--- src/rtl/decode_issue_if.sv ---
// Signal bundle between fetch, decode_issue and execute.
// slave is the decode_issue side; master is the fetch/execute (or bench) side.
interface decode_issue_if;
    logic        flush;
    logic        stall_in;
    logic [31:0] pc_in;
    logic [63:0] inst_in;
    logic        interlock;
    logic [31:0] pc_out;
    logic [1:0]  valid_out;
    logic [5:0]  op0;
    logic [5:0]  op1;
    logic [4:0]  rd0;
    logic [4:0]  rd1;
    logic [4:0]  ra0;
    logic [4:0]  ra1;
    logic [4:0]  rb0;
    logic [4:0]  rb1;
    logic [15:0] imm0;
    logic [15:0] imm1;

    modport master (
        output flush, stall_in, pc_in, inst_in,
        input  interlock, pc_out, valid_out, op0, op1,
               rd0, rd1, ra0, ra1, rb0, rb1, imm0, imm1
    );

    modport slave (
        input  flush, stall_in, pc_in, inst_in,
        output interlock, pc_out, valid_out, op0, op1,
               rd0, rd1, ra0, ra1, rb0, rb1, imm0, imm1
    );
endinterface

--- src/rtl/decode_issue.sv ---
// Dual-slot decode/issue stage with load-use scoreboard and intra-bundle split.
// Define DECODE_STATS_EN to add the bubble_cnt/split_cnt statistics outputs.
module decode_issue #(
    parameter int         LOAD_LAT = 2,
    parameter logic [5:0] LD_OP    = 6'h20
) (
    input  logic          clk,
    input  logic          rstn,
`ifdef DECODE_STATS_EN
    output logic [31:0]   bubble_cnt,
    output logic [31:0]   split_cnt,
`endif
    decode_issue_if.slave bus
);
    localparam logic [5:0] NOP_OP = 6'h00;
    localparam logic [2:0] LAT    = 3'(LOAD_LAT);

    typedef enum logic {NORMAL, SPLIT} state_t;

    state_t      state;
    state_t      state_next;

    logic [31:0] inst_s0;
    logic [31:0] inst_s1;
    logic [5:0]  op_s0;
    logic [5:0]  op_s1;
    logic [4:0]  rd_s0;
    logic [4:0]  rd_s1;
    logic [4:0]  ra_s0;
    logic [4:0]  ra_s1;
    logic [4:0]  rb_s0;
    logic [4:0]  rb_s1;
    logic [15:0] imm_s0;
    logic [15:0] imm_s1;
    logic        live_s0;
    logic        live_s1;

    logic [2:0]  cnt [32];
    logic [31:0] busy;
    logic        haz0;
    logic        haz1;
    logic        dep;

    logic        issue0;
    logic        issue1;
    logic        bubble;
    logic        lock;
    logic        set0;
    logic        set1;

    assign inst_s0 = bus.inst_in[63:32];
    assign inst_s1 = bus.inst_in[31:0];
    assign op_s0   = inst_s0[31:26];
    assign op_s1   = inst_s1[31:26];
    assign rd_s0   = inst_s0[25:21];
    assign rd_s1   = inst_s1[25:21];
    assign ra_s0   = inst_s0[20:16];
    assign ra_s1   = inst_s1[20:16];
    assign rb_s0   = inst_s0[15:11];
    assign rb_s1   = inst_s1[15:11];
    assign imm_s0  = inst_s0[15:0];
    assign imm_s1  = inst_s1[15:0];
    assign live_s0 = (op_s0 != NOP_OP);
    assign live_s1 = (op_s1 != NOP_OP);

    // r0 is never tracked, so busy[0] stays low and reads of r0 never stall.
    always_comb begin
        busy = '0;
        for (int r = 1; r < 32; r++) begin
            busy[r] = (cnt[r] != 3'd0);
        end
    end

    assign haz0 = live_s0 && (busy[ra_s0] || busy[rb_s0]);
    assign haz1 = live_s1 && (busy[ra_s1] || busy[rb_s1]);
    assign dep  = live_s0 && live_s1 && (rd_s0 != 5'd0) &&
                  ((rd_s0 == ra_s1) || (rd_s0 == rb_s1));

    always_ff @(posedge clk or negedge rstn) begin
        if (!rstn) begin
            state <= NORMAL;
        end else begin
            state <= state_next;
        end
    end

    always_comb begin
        state_next = state;
        if (bus.flush) begin
            state_next = NORMAL;
        end else if (!bus.stall_in) begin
            case (state)
                NORMAL:  if (!haz0 && !haz1 && dep) state_next = SPLIT;
                SPLIT:   if (!haz1) state_next = NORMAL;
                default: state_next = NORMAL;
            endcase
        end
    end

    // In SPLIT, slot0 has already gone, so only slot1 hazards matter.
    always_comb begin
        issue0 = 1'b0;
        issue1 = 1'b0;
        bubble = 1'b0;
        lock   = 1'b0;
        if (rstn && !bus.flush) begin
            if (bus.stall_in) begin
                lock = 1'b1;
            end else begin
                case (state)
                    NORMAL: begin
                        if (haz0 || haz1) begin
                            bubble = 1'b1;
                            lock   = 1'b1;
                        end else if (dep) begin
                            issue0 = 1'b1;
                            lock   = 1'b1;
                        end else begin
                            issue0 = 1'b1;
                            issue1 = 1'b1;
                        end
                    end
                    SPLIT: begin
                        if (haz1) begin
                            bubble = 1'b1;
                            lock   = 1'b1;
                        end else begin
                            issue1 = 1'b1;
                        end
                    end
                    default: ;
                endcase
            end
        end
    end

    assign bus.interlock = lock;

    always_ff @(posedge clk or negedge rstn) begin
        if (!rstn) begin
            bus.pc_out    <= '0;
            bus.valid_out <= '0;
            bus.op0       <= NOP_OP;
            bus.op1       <= NOP_OP;
            bus.rd0       <= '0;
            bus.rd1       <= '0;
            bus.ra0       <= '0;
            bus.ra1       <= '0;
            bus.rb0       <= '0;
            bus.rb1       <= '0;
            bus.imm0      <= '0;
            bus.imm1      <= '0;
        end else if (bus.flush) begin
            bus.valid_out <= '0;
            bus.op0       <= NOP_OP;
            bus.op1       <= NOP_OP;
        end else if (issue0 || issue1) begin
            bus.pc_out    <= bus.pc_in;
            bus.valid_out <= {issue0 && live_s0, issue1 && live_s1};
            bus.op0       <= issue0 ? op_s0 : NOP_OP;
            bus.op1       <= issue1 ? op_s1 : NOP_OP;
            bus.rd0       <= rd_s0;
            bus.rd1       <= rd_s1;
            bus.ra0       <= ra_s0;
            bus.ra1       <= ra_s1;
            bus.rb0       <= rb_s0;
            bus.rb1       <= rb_s1;
            bus.imm0      <= imm_s0;
            bus.imm1      <= imm_s1;
        end else if (bubble) begin
            bus.valid_out <= '0;
            bus.op0       <= NOP_OP;
            bus.op1       <= NOP_OP;
        end
    end

    assign set0 = issue0 && (op_s0 == LD_OP) && (rd_s0 != 5'd0);
    assign set1 = issue1 && (op_s1 == LD_OP) && (rd_s1 != 5'd0);

    // Counters survive flush: loads already issued still write back.
    always_ff @(posedge clk or negedge rstn) begin
        if (!rstn) begin
            for (int r = 0; r < 32; r++) begin
                cnt[r] <= '0;
            end
        end else if (!bus.stall_in) begin
            for (int r = 1; r < 32; r++) begin
                if ((set0 && rd_s0 == 5'(r)) || (set1 && rd_s1 == 5'(r))) begin
                    cnt[r] <= LAT;
                end else if (cnt[r] != 3'd0) begin
                    cnt[r] <= cnt[r] - 3'd1;
                end
            end
        end
    end

`ifdef DECODE_STATS_EN
    always_ff @(posedge clk or negedge rstn) begin
        if (!rstn) begin
            bubble_cnt <= '0;
            split_cnt  <= '0;
        end else begin
            if (bubble) bubble_cnt <= bubble_cnt + 32'd1;
            if (issue0 && !issue1) split_cnt <= split_cnt + 32'd1;
        end
    end
`endif

endmodule

--- src/flat_wrapper.sv ---
// flat-port wrapper written by rule: the top's interface ports become plain ports
module decode_issue_flat 
#(
    parameter int         LOAD_LAT = 2,
    parameter logic [5:0] LD_OP    = 6'h20
)
  (clk, rstn, bus_flush, bus_stall_in, bus_pc_in, bus_inst_in, bus_interlock, bus_pc_out, bus_valid_out, bus_op0, bus_op1, bus_rd0, bus_rd1, bus_ra0, bus_ra1, bus_rb0, bus_rb1, bus_imm0, bus_imm1);
  decode_issue_if bus_i ();
  input  logic clk;
  input  logic rstn;
  input wire logic [$bits(bus_i.flush)-1:0] bus_flush;
  input wire logic [$bits(bus_i.stall_in)-1:0] bus_stall_in;
  input wire logic [$bits(bus_i.pc_in)-1:0] bus_pc_in;
  input wire logic [$bits(bus_i.inst_in)-1:0] bus_inst_in;
  output wire logic [$bits(bus_i.interlock)-1:0] bus_interlock;
  output wire logic [$bits(bus_i.pc_out)-1:0] bus_pc_out;
  output wire logic [$bits(bus_i.valid_out)-1:0] bus_valid_out;
  output wire logic [$bits(bus_i.op0)-1:0] bus_op0;
  output wire logic [$bits(bus_i.op1)-1:0] bus_op1;
  output wire logic [$bits(bus_i.rd0)-1:0] bus_rd0;
  output wire logic [$bits(bus_i.rd1)-1:0] bus_rd1;
  output wire logic [$bits(bus_i.ra0)-1:0] bus_ra0;
  output wire logic [$bits(bus_i.ra1)-1:0] bus_ra1;
  output wire logic [$bits(bus_i.rb0)-1:0] bus_rb0;
  output wire logic [$bits(bus_i.rb1)-1:0] bus_rb1;
  output wire logic [$bits(bus_i.imm0)-1:0] bus_imm0;
  output wire logic [$bits(bus_i.imm1)-1:0] bus_imm1;
  assign bus_i.flush = bus_flush;
  assign bus_i.stall_in = bus_stall_in;
  assign bus_i.pc_in = bus_pc_in;
  assign bus_i.inst_in = bus_inst_in;
  assign bus_interlock = bus_i.interlock;
  assign bus_pc_out = bus_i.pc_out;
  assign bus_valid_out = bus_i.valid_out;
  assign bus_op0 = bus_i.op0;
  assign bus_op1 = bus_i.op1;
  assign bus_rd0 = bus_i.rd0;
  assign bus_rd1 = bus_i.rd1;
  assign bus_ra0 = bus_i.ra0;
  assign bus_ra1 = bus_i.ra1;
  assign bus_rb0 = bus_i.rb0;
  assign bus_rb1 = bus_i.rb1;
  assign bus_imm0 = bus_i.imm0;
  assign bus_imm1 = bus_i.imm1;
  decode_issue #(.LOAD_LAT(LOAD_LAT), .LD_OP(LD_OP)) u_core (.clk(clk), .rstn(rstn), .bus(bus_i));
endmodule
--- config.mk ---
export PLATFORM = sky130hd
export DESIGN_NAME = decode_issue_flat
export DESIGN_NICKNAME = d
export VERILOG_FILES = /design/src/rtl/decode_issue_if.sv /design/src/rtl/decode_issue.sv /design/src/flat_wrapper.sv
export SDC_FILE = /design/constraint.sdc
export NUM_CORES = 1
export LEC_CHECK = 0
export ABC_AREA = 1
export CELL_PAD_IN_SITES_DETAIL_PLACEMENT = 1
export CELL_PAD_IN_SITES_GLOBAL_PLACEMENT = 1
export CORE_MARGIN = 2
export CORE_UTILIZATION = 42
export CTS_BUF_LIST = sky130_fd_sc_hd__clkbuf_16
export CTS_CLUSTER_SIZE = 40
export DETAILED_ROUTE_END_ITERATION = 6
export GPL_TIMING_DRIVEN = 1
export PLACE_DENSITY = 0.86
export SLEW_MARGIN = 20
export SYNTH_ARGS = -nofsm -noshare
export SYNTH_HDL_FRONTEND = slang
export SYNTH_SLANG_ARGS = --single-unit
export TNS_END_PERCENT = 5
--- constraint.sdc ---
create_clock -name clk -period 5.6 [get_ports clk]
set_input_delay 0.56 -clock clk [delete_from_list [all_inputs] [get_ports clk]]
set_output_delay 0.56 -clock clk [all_outputs]
set_load 0.1 [all_outputs]
==> results.md, run 1 <==
* Grt total ovfl at 0
* CP arrival at 4.09 ns
* Fin Clk Skew at 0.0158 ns
* Vias/cell at 5.67
* CTS H-tree lvls at 4
* #FFs+latches synth at around 190
* Flop2flop setup slack at 1.39 ns
* WL/cell at 21.0 um
* Area contributors post-synth: dfrtp_1 38%, nand2_1 16%, nand3_1 11%
* Synth async-reset ratio at 1.00
* Number of routed nets with antenna violations at 0
* Critical path class: in2out
* Max_cap viols at 0
* Main synth FF type: dfrtp_1
* Total GRT Usage at 0.319
* Syn avg cell area at 6.96 um^2
* Pre-CTS WS at 0.928 ns
* Pwr dens at 633 mW/mm^2
* YS warnings at 0
* Post-cts resize count at 0
* Final hold slack at 0.0747 ns
* Fin crit share at 0.831
* Worst endpoint required time at roughly 5 ns
* Pin count of the biggest net entering global routing at 139
* Post-synth top area cell: dfrtp_1
* Setup Viol. Count Final at 0
* Num CTS Buffers at 17
* Leakage at 7.64 nW
* Crit. Startpoint: bus_inst_in[17]
* Crit. End Element: primary output
* FF-to-FF Start: u_core.cnt[75]$_DFFE_PN0P_
* Site row count at 63
* DRC violations left at 0
* Initial cell density of the core at 0.425
* Num ports at 209
* Status: complete, no violations
* HP Class: in2async
* HPWL after DPL at 35800 um
* Placeable core area at 0.0296 mm^2
* Post-Syn Area at 0.0126 mm^2
* CTS Root Cell: clkbuf_16
* Sequential area share after synthesis at 0.382
* RSZ-0062 raised after global routing: false
* Critical R2R Capture: u_core.bus.imm1[11]$_DFFE_PN0P_
* Initial antenna violation count at 0
* Gate Count Post-Synth at 1806
* Iteration-0 DRC Markers at 1157
* Fin. max-slew vios at 0
* Die H at 177 um
* Final worst-path setup slack at between 0.9 and 1 ns
* Worst Reg-to-Reg Cells at 21
* Final Hold Viols at 0
* Nets at 2115
* Number of synthesized flops with an enable pin at 0
* Worst skew pair latency at 0.46 ns
* First-pass GRT wire length at 77300 um
* Rel. slew slack at 0.280
* TritonRoute pass-1 iters at 5
* Die W at ~180 um
* Fin util at 0.520
* Setup crit start kind: input pin
* GPL Wtd Cong at 0.960
* Crit Path Max Fanout at 27
* VDD IR max at 0.000452 V
* Die Area at 0.0313 mm^2
* Register clock-pin slew on the reported worst setup and hold paths at about 0.070 ns
* Ant diodes at 0
* Buffers inserted by post-CTS timing repair at 0
* Vias in the first global route at 13905
* FMAX at 215 MHz
* Drt total wl at 49500 um
* Slew @ Worst Pin at 1.08 ns
* Synth unique cells at 31
* Tmin final at 4.65 ns
* Post-CTS Hold Fix Bufs at 0
* Yosys top cell area share at 0.382
* Fill cells at 3762
* CTS tree: done
* Syn nets at 1968
* Clock Sinks at 192
* Layout area overhead at 22.4%
* Vias at between 10000 and 15000
* Final setup TNS at 0 ns
* Share of layout cells above drive strength 1 at 0.0336
* Max Root-Sink Buffers at 2
* Setup crit end: bus_interlock
* PortBufs at 208
==> state kept, by name (all words and copies together) (netlist names), 6 cells and up <==
name / cells
u_core.cnt: 93
u_core.bus.op0: 6
u_core.bus.imm1: 15
u_core.bus.op1: 6
u_core.bus.pc_out: 32
u_core.bus.imm0: 15
==> worst min-delay path by stage <==
stage	endpoint	slack [ns]	cells past startpoint
floorplan	u_core.bus.imm0[0]$_DFFE_PN0P_	0.26	0
global placement	u_core.cnt[91]$_DFFE_PN0P_	0.45	2
detailed placement	u_core.cnt[43]$_DFFE_PN0P_	0.46	2
CTS	u_core.cnt[5]$_DFFE_PN0P_	0.09	1
global route	u_core.cnt[11]$_DFFE_PN0P_	0.09	1
finish	u_core.cnt[11]$_DFFE_PN0P_	0.07	1
==> where the power goes <==
group	switching [W]	internal [W]
Combinational	0.00450	0.00158
Clock	0.000613	0.000619
Sequential	0.000424	0.00200
==> cell usage in the layout (no fill, tap or decap), types with 2 or more instances in the layout <==
cell | netlist | layout
dfrtp_1 | 192 | 192
nand4_1 | 142 | 142
nand2_2 | 2 | 2
o22ai_1 | 2 | 2
clkbuf_16 | 0 | 17
nor2_2 | 3 | 5
nand3_1 | 265 | 265
nor3_1 | 11 | 11
clkdlybuf4s50_1 | 0 | 206
xnor2_1 | 2 | 2
o21ai_0 | 15 | 15
a21oi_1 | 37 | 37
clkinv_2 | 0 | 3
xor2_1 | 33 | 33
ha_1 | 62 | 62
buf_4 | 23 | 16
buf_12 | 0 | 3
clkinvlp_4 | 0 | 2
nand3b_1 | 4 | 4
inv_6 | 0 | 4
o211ai_1 | 2 | 2
inv_1 | 199 | 199
nor2_1 | 201 | 199
a32o_1 | 2 | 2
clkinv_1 | 4 | 6
nand2_1 | 520 | 519
inv_2 | 4 | 3
clkinv_4 | 0 | 3
==> layer usage <==
layer | vias to the layer above | track usage | routed length (um)
met4 | 0 | 0.144 | 2030
met5 | - | 0 | 0
met2 | 485 | 0.535 | 24200
met3 | 116 | 0.0591 | 3240
met1 | 6636 | 0.399 | 20000
li1 | 6133 | - | -
==> cells in the mapped netlist (23+ instances only) <==
master	instances
xor2_1	33
ha_1	62
inv_1	199
dfrtp_1	192
a21oi_1	37
buf_4	23
clkbuf_1	29
nor2_1	201
nand2_1	520
nand3_1	265
buf_2	31
nand4_1	142
==> worst max-delay path, stage by stage <==
cell	delay, ns
clkdlybuf4s50_1	0.83
clkinv_1	0.52
nand3_1	0.22
nand2_1	0.14
nand2_1	0.08
nand3_1	0.07
nand2_1	0.09
nand2_1	0.05
nand2_1	0.06
nand2_1	0.09
nand2_1	0.13
nand3_2	0.12
a21oi_4	0.71
nor2_1	0.18
buf_12	0.23
==> cell families (layout without fill, tap and decap cells) <==
group,after synthesis,in the layout,share of synthesized area
adders and majority gates,62,62,0.0617
xor gates and xnor gates,35,35,0.0244
DFF,192,192,0.382
AOI/OAI and AO/OA,62,62,0.0277
and+or+nand+nor,1150,1150,0.402
buffers and inverters,305,465,0.102
==> cell type report <==
cell class | instances | area, um^2 | area share
multi-input cells | 1309 | 6500 | 0.422
flip-flops and latches | 192 | 4800 | 0.312
repair buffers | 226 | 2260 | 0.147
inverters | 207 | 778 | 0.0506
well taps | 390 | 488 | 0.0317
clock buffers | 17 | 425 | 0.0277
clock inverters | 15 | 135 | 0.00878
==> through the flow <==
step / instance area [um^2] / power (W) / instances
2_1_floorplan: 12600 / 0.00680 / 1806
3_3_place_gp: 14800 / 0.00821 / 2324
3_5_place_dp: 14800 / 0.00845 / 2324
4_1_cts: 15400 / 0.00975 / 2356
5_1_grt: 15400 / 0.0103 / 2356
6_report: 15400 / 0.00974 / 2356
Note: power is estimated with default switching activity, not from simulation.
==> run 2, diff against run 1 <==
--- a/config.mk
+++ b/config.mk
@@ -9,12 +9,12 @@
 export CELL_PAD_IN_SITES_DETAIL_PLACEMENT = 1
 export CELL_PAD_IN_SITES_GLOBAL_PLACEMENT = 1
 export CORE_MARGIN = 2
-export CORE_UTILIZATION = 42
+export CORE_UTILIZATION = 39
 export CTS_BUF_LIST = sky130_fd_sc_hd__clkbuf_16
 export CTS_CLUSTER_SIZE = 40
 export DETAILED_ROUTE_END_ITERATION = 6
 export GPL_TIMING_DRIVEN = 1
-export PLACE_DENSITY = 0.86
+export PLACE_DENSITY = 0.81
 export SLEW_MARGIN = 20
 export SYNTH_ARGS = -nofsm -noshare
 export SYNTH_HDL_FRONTEND = slang
==> constraint.sdc (replaced) <==
create_clock -name clk -period 4.3 [get_ports clk]
set_input_delay 0.43 -clock clk [delete_from_list [all_inputs] [get_ports clk]]
set_output_delay 0.43 -clock clk [all_outputs]
set_load 0.1 [all_outputs]
==> run 2 against run 1 <==
Sequential cell count did not move. Register-to-register slack got worse by 0.89 ns. Clock skew fell by 0.0024 ns. Sequential power rose by 30%. Sequential share of layout area fell by 0.40 points. Combinational power rose by 29%. Power rose by 30%. Worst setup slack got worse by 0.45 ns. Via count fell by 0.36%. Final cell count rose by 1.2%. Largest power group unchanged. Non-clock buffer count rose by 17.
==> results.md, run 2 (synthesized netlist as in run 1, its figures left out) <==
* Status: complete, no violations
* Num ports at 209 (unchanged)
* Flop2flop setup slack at 0.50 ns (-0.89 ns)
* GPL Wtd Cong at 0.926 (-3.6%)
* Critical path class: reg2reg
* Most frequent cells in the layout: 519 x nand2_1, 265 x nand3_1, 206 x clkdlybuf4s50_1
* Nets at 2132 (+0.80%)
* Multi-input logic area at 0.00650 mm^2 (unchanged)
* Max Root-Sink Buffers at 2 (unchanged)
* DRC violations left at 0 (unchanged)
* Total GRT Usage at 0.297 (-0.0224)
* Fin Clk Skew at 0.0134 ns (-0.00241 ns)
* P_int at 0.00554 W (+32%)
* Fin crit share at 0.884
* First-pass GRT wire length at 77000 um (-0.30%)
* FF-to-FF Start: u_core.cnt[72]$_DFFE_PN0P_
* Critical path's slowest cell: nor2_2
* Fin. max-slew vios at 0 (unchanged)
* Setup Viol. Count Final at 0 (unchanged)
* P_sw at 0.00715 W (+29%)
* Crit-path cells: inv_1, ha_1, inv_1, nor2_1, nand2_1, nand3_1, nand3_1, nand3_1, nand3b_1, nand2_1, nand2_1, nand2_1, nand3_1, nor2_2, nand4_1, nor2_1, nor2_1, nand4_1, nand2_1
* Worst Reg-to-Reg Cells at 19 (-9.5%)
* Iteration-0 DRC Markers at 1163 (+0.52%)
* Die W at 184 um (+3.7%)
* Worst endpoint required time at 4.65 ns (-0.39 ns)
* Rel. slew slack at 0.291 (+0.0110)
* Pin count of the biggest net entering global routing at 89 (-36%)
* Post-cts resize count at 0 (unchanged)
* RSZ-0062 raised after global routing: false
* Grt total ovfl at 0 (unchanged)
* Vias/cell at 5.59 (-1.6%)
* Crit. End Element: flop
* PortBufs at 208 (unchanged)
* Flop pwr share at 0.249 (about the same)
* Crit Path Max Fanout at 10 (-63%)
* Most common cell after layout, fill and taps aside: nand2_1
* FMAX at approximately 260 MHz
* Layout area overhead at 23.9%
* CTS Root Cell: clkbuf_16
* Crit. Startpoint: u_core.cnt[72]$_DFFE_PN0P_
* VDD IR max at 0.000524 V (+16%)
* Leakage at 7.74 nW (+1.3%)
* Number of routed nets with antenna violations at 0 (unchanged)
* Buffers inserted by post-CTS timing repair at 0 (unchanged)
* Sequential cell area at 0.00480 mm^2 (unchanged)
* Final Hold Viols at 0 (unchanged)
* CP arrival at 4.15 ns (+0.06 ns)
* Largest registers: u_core.cnt (93), u_core.bus.pc_out (32)
* Sw frac at 0.564 (-0.00488)
* HPWL after DPL at 36000 um (+0.42%)
* Final Power at 0.0127 W (+30%)
* Clock Sinks at 192 (unchanged)
* Critical R2R Capture: u_core.cnt[90]$_DFFE_PN0P_
* Die Area at 0.0337 mm^2 (+7.5%)
* Largest register FFs at 93 (unchanged)
* Post-CTS Hold Fix Bufs at 1 (+1)
* WL/cell at 20.8 um (-1.0%)
* Site row count at 65 (+3.2%)
* CTS tree: done
* Register clock-pin slew on the reported worst setup and hold paths at 0.08 ns (about the same)
* Num CTS Buffers at 17 (unchanged)
* Placeable core area at 0.0316 mm^2 (+7.0%)
* Max incr delay on CP at 0.60 ns (-0.23 ns)
* Largest Register: u_core.cnt
* Initial antenna violation count at 0 (unchanged)
* Slew @ Worst Pin at 1.06 ns (-0.0165 ns)
* Clock Power Share at 0.134 (+0.007)
* CTS H-tree lvls at 4 (unchanged)
* Drt total wl at 49600 um (+0.20%)
* Power share of the combinational group at 0.618 (-0.006)
* Pwr dens at 815 mW/mm^2 (+29%)
* Ant diodes at 0 (unchanged)
* CP most frequent cell: nand2_1
* Die H at 184 um (+3.7%)
* Setup crit start kind: flop
* Share of layout cells above drive strength 1 at 0.0424 (+0.00879)
* Tmin final at 3.80 ns
* Final setup TNS at 0 ns (unchanged)
* Worst skew pair latency at 0.47 ns (about the same)
* Max_cap viols at 0 (unchanged)
* Vias at 13322 (-0.36%)
* Vias in the first global route at 13731 (-1.3%)
* TritonRoute pass-1 iters at 5 (unchanged)
* HP Class: in2async
* Initial cell density of the core at 0.397 (-0.0279)
* Fill cells at 4028 (+7.1%)
-- run 2: cell types whose count changed in the layout (fill, tap and decap cells not counted), sizes merged --
| cell | delta |
|---|---|
| buf | +16 |
| clkinv | -2 |
| bufinv | +1 |
| dlygate4sd3 | +1 |
| clkinvlp | +1 |
-- run 2: worst max-delay path: cells and delay by family (launching register included) --
| family | cells | cell delay (ns) |
|---|---|---|
| buffers and inverters | 2 | 0.16 |
| AND/OR/NAND/NOR | 16 | 2.92 |
| adder cells (fa/ha/maj) | 1 | 0.21 |
| flip-flops | 1 | 0.40 |
-- run 2: power by group through the flow --
stage / clock network, W / logic [W] / registers [W]
after global placement: 0 / 0.00759 / 0.00313
after global routing: 0.00179 / 0.00840 / 0.00325
after floorplan: 0 / 0.00306 / 0.00580
after CTS: 0.00173 / 0.00785 / 0.00315
after detailed placement: 0 / 0.00781 / 0.00316
final: 0.00170 / 0.00784 / 0.00315
-- run 2: area by class of cell --
| type | count | area share |
|---|---|---|
| multi-input combinational | 1309 | 0.417 |
| sequential | 192 | 0.308 |
| timing repair buffer | 243 | 0.154 |
| inverter | 207 | 0.0499 |
| tap | 402 | 0.0323 |
| clock buffer | 17 | 0.0273 |
| clock inverter | 15 | 0.0113 |
-- run 2: how the worst max path moves through the flow --
| stage | endpoint | depth (start not counted) | slack, ns |
|---|---|---|---|
| after global routing | u_core.cnt[39]$_DFFE_PN0P_ | 20 | 0.33 |
| after detailed placement | u_core.cnt[90]$_DFFE_PN0P_ | 17 | 0.39 |
| after CTS | u_core.cnt[90]$_DFFE_PN0P_ | 19 | 0.67 |
| final | u_core.cnt[90]$_DFFE_PN0P_ | 19 | 0.50 |
| after global placement | u_core.cnt[90]$_DFFE_PN0P_ | 17 | 0.44 |
| after floorplan | bus_interlock | 12 | 0.82 |
-- run 2: routing by layer --
metal / GRT usage / vias up / routed length [um] / part of all wire
met5: 0 / - / 0 / 0
met4: 0.106 / 0 / 1590 / 0.032
met3: 0.0584 / 102 / 3270 / 0.066
met2: 0.499 / 466 / 24000 / 0.49
met1: 0.379 / 6591 / 20700 / 0.42
li1: - / 6163 / - / -
-- run 2: metrics by stage --
stage / setup WS (ns) / hold WS (ns) / cell area, um^2 / cells / util
final: 0.499 / 0.402 / 15600 / 2385 / 0.493
after global placement: 0.441 / 0.319 / 15000 / 2352 / 0.473
after global routing: 0.333 / 0.409 / 15600 / 2385 / 0.493
after detailed placement: 0.389 / 0.321 / 15000 / 2352 / 0.473
after CTS: 0.668 / 0.398 / 15600 / 2385 / 0.493
after floorplan: 0.816 / 0.134 / 12600 / 1806 / -
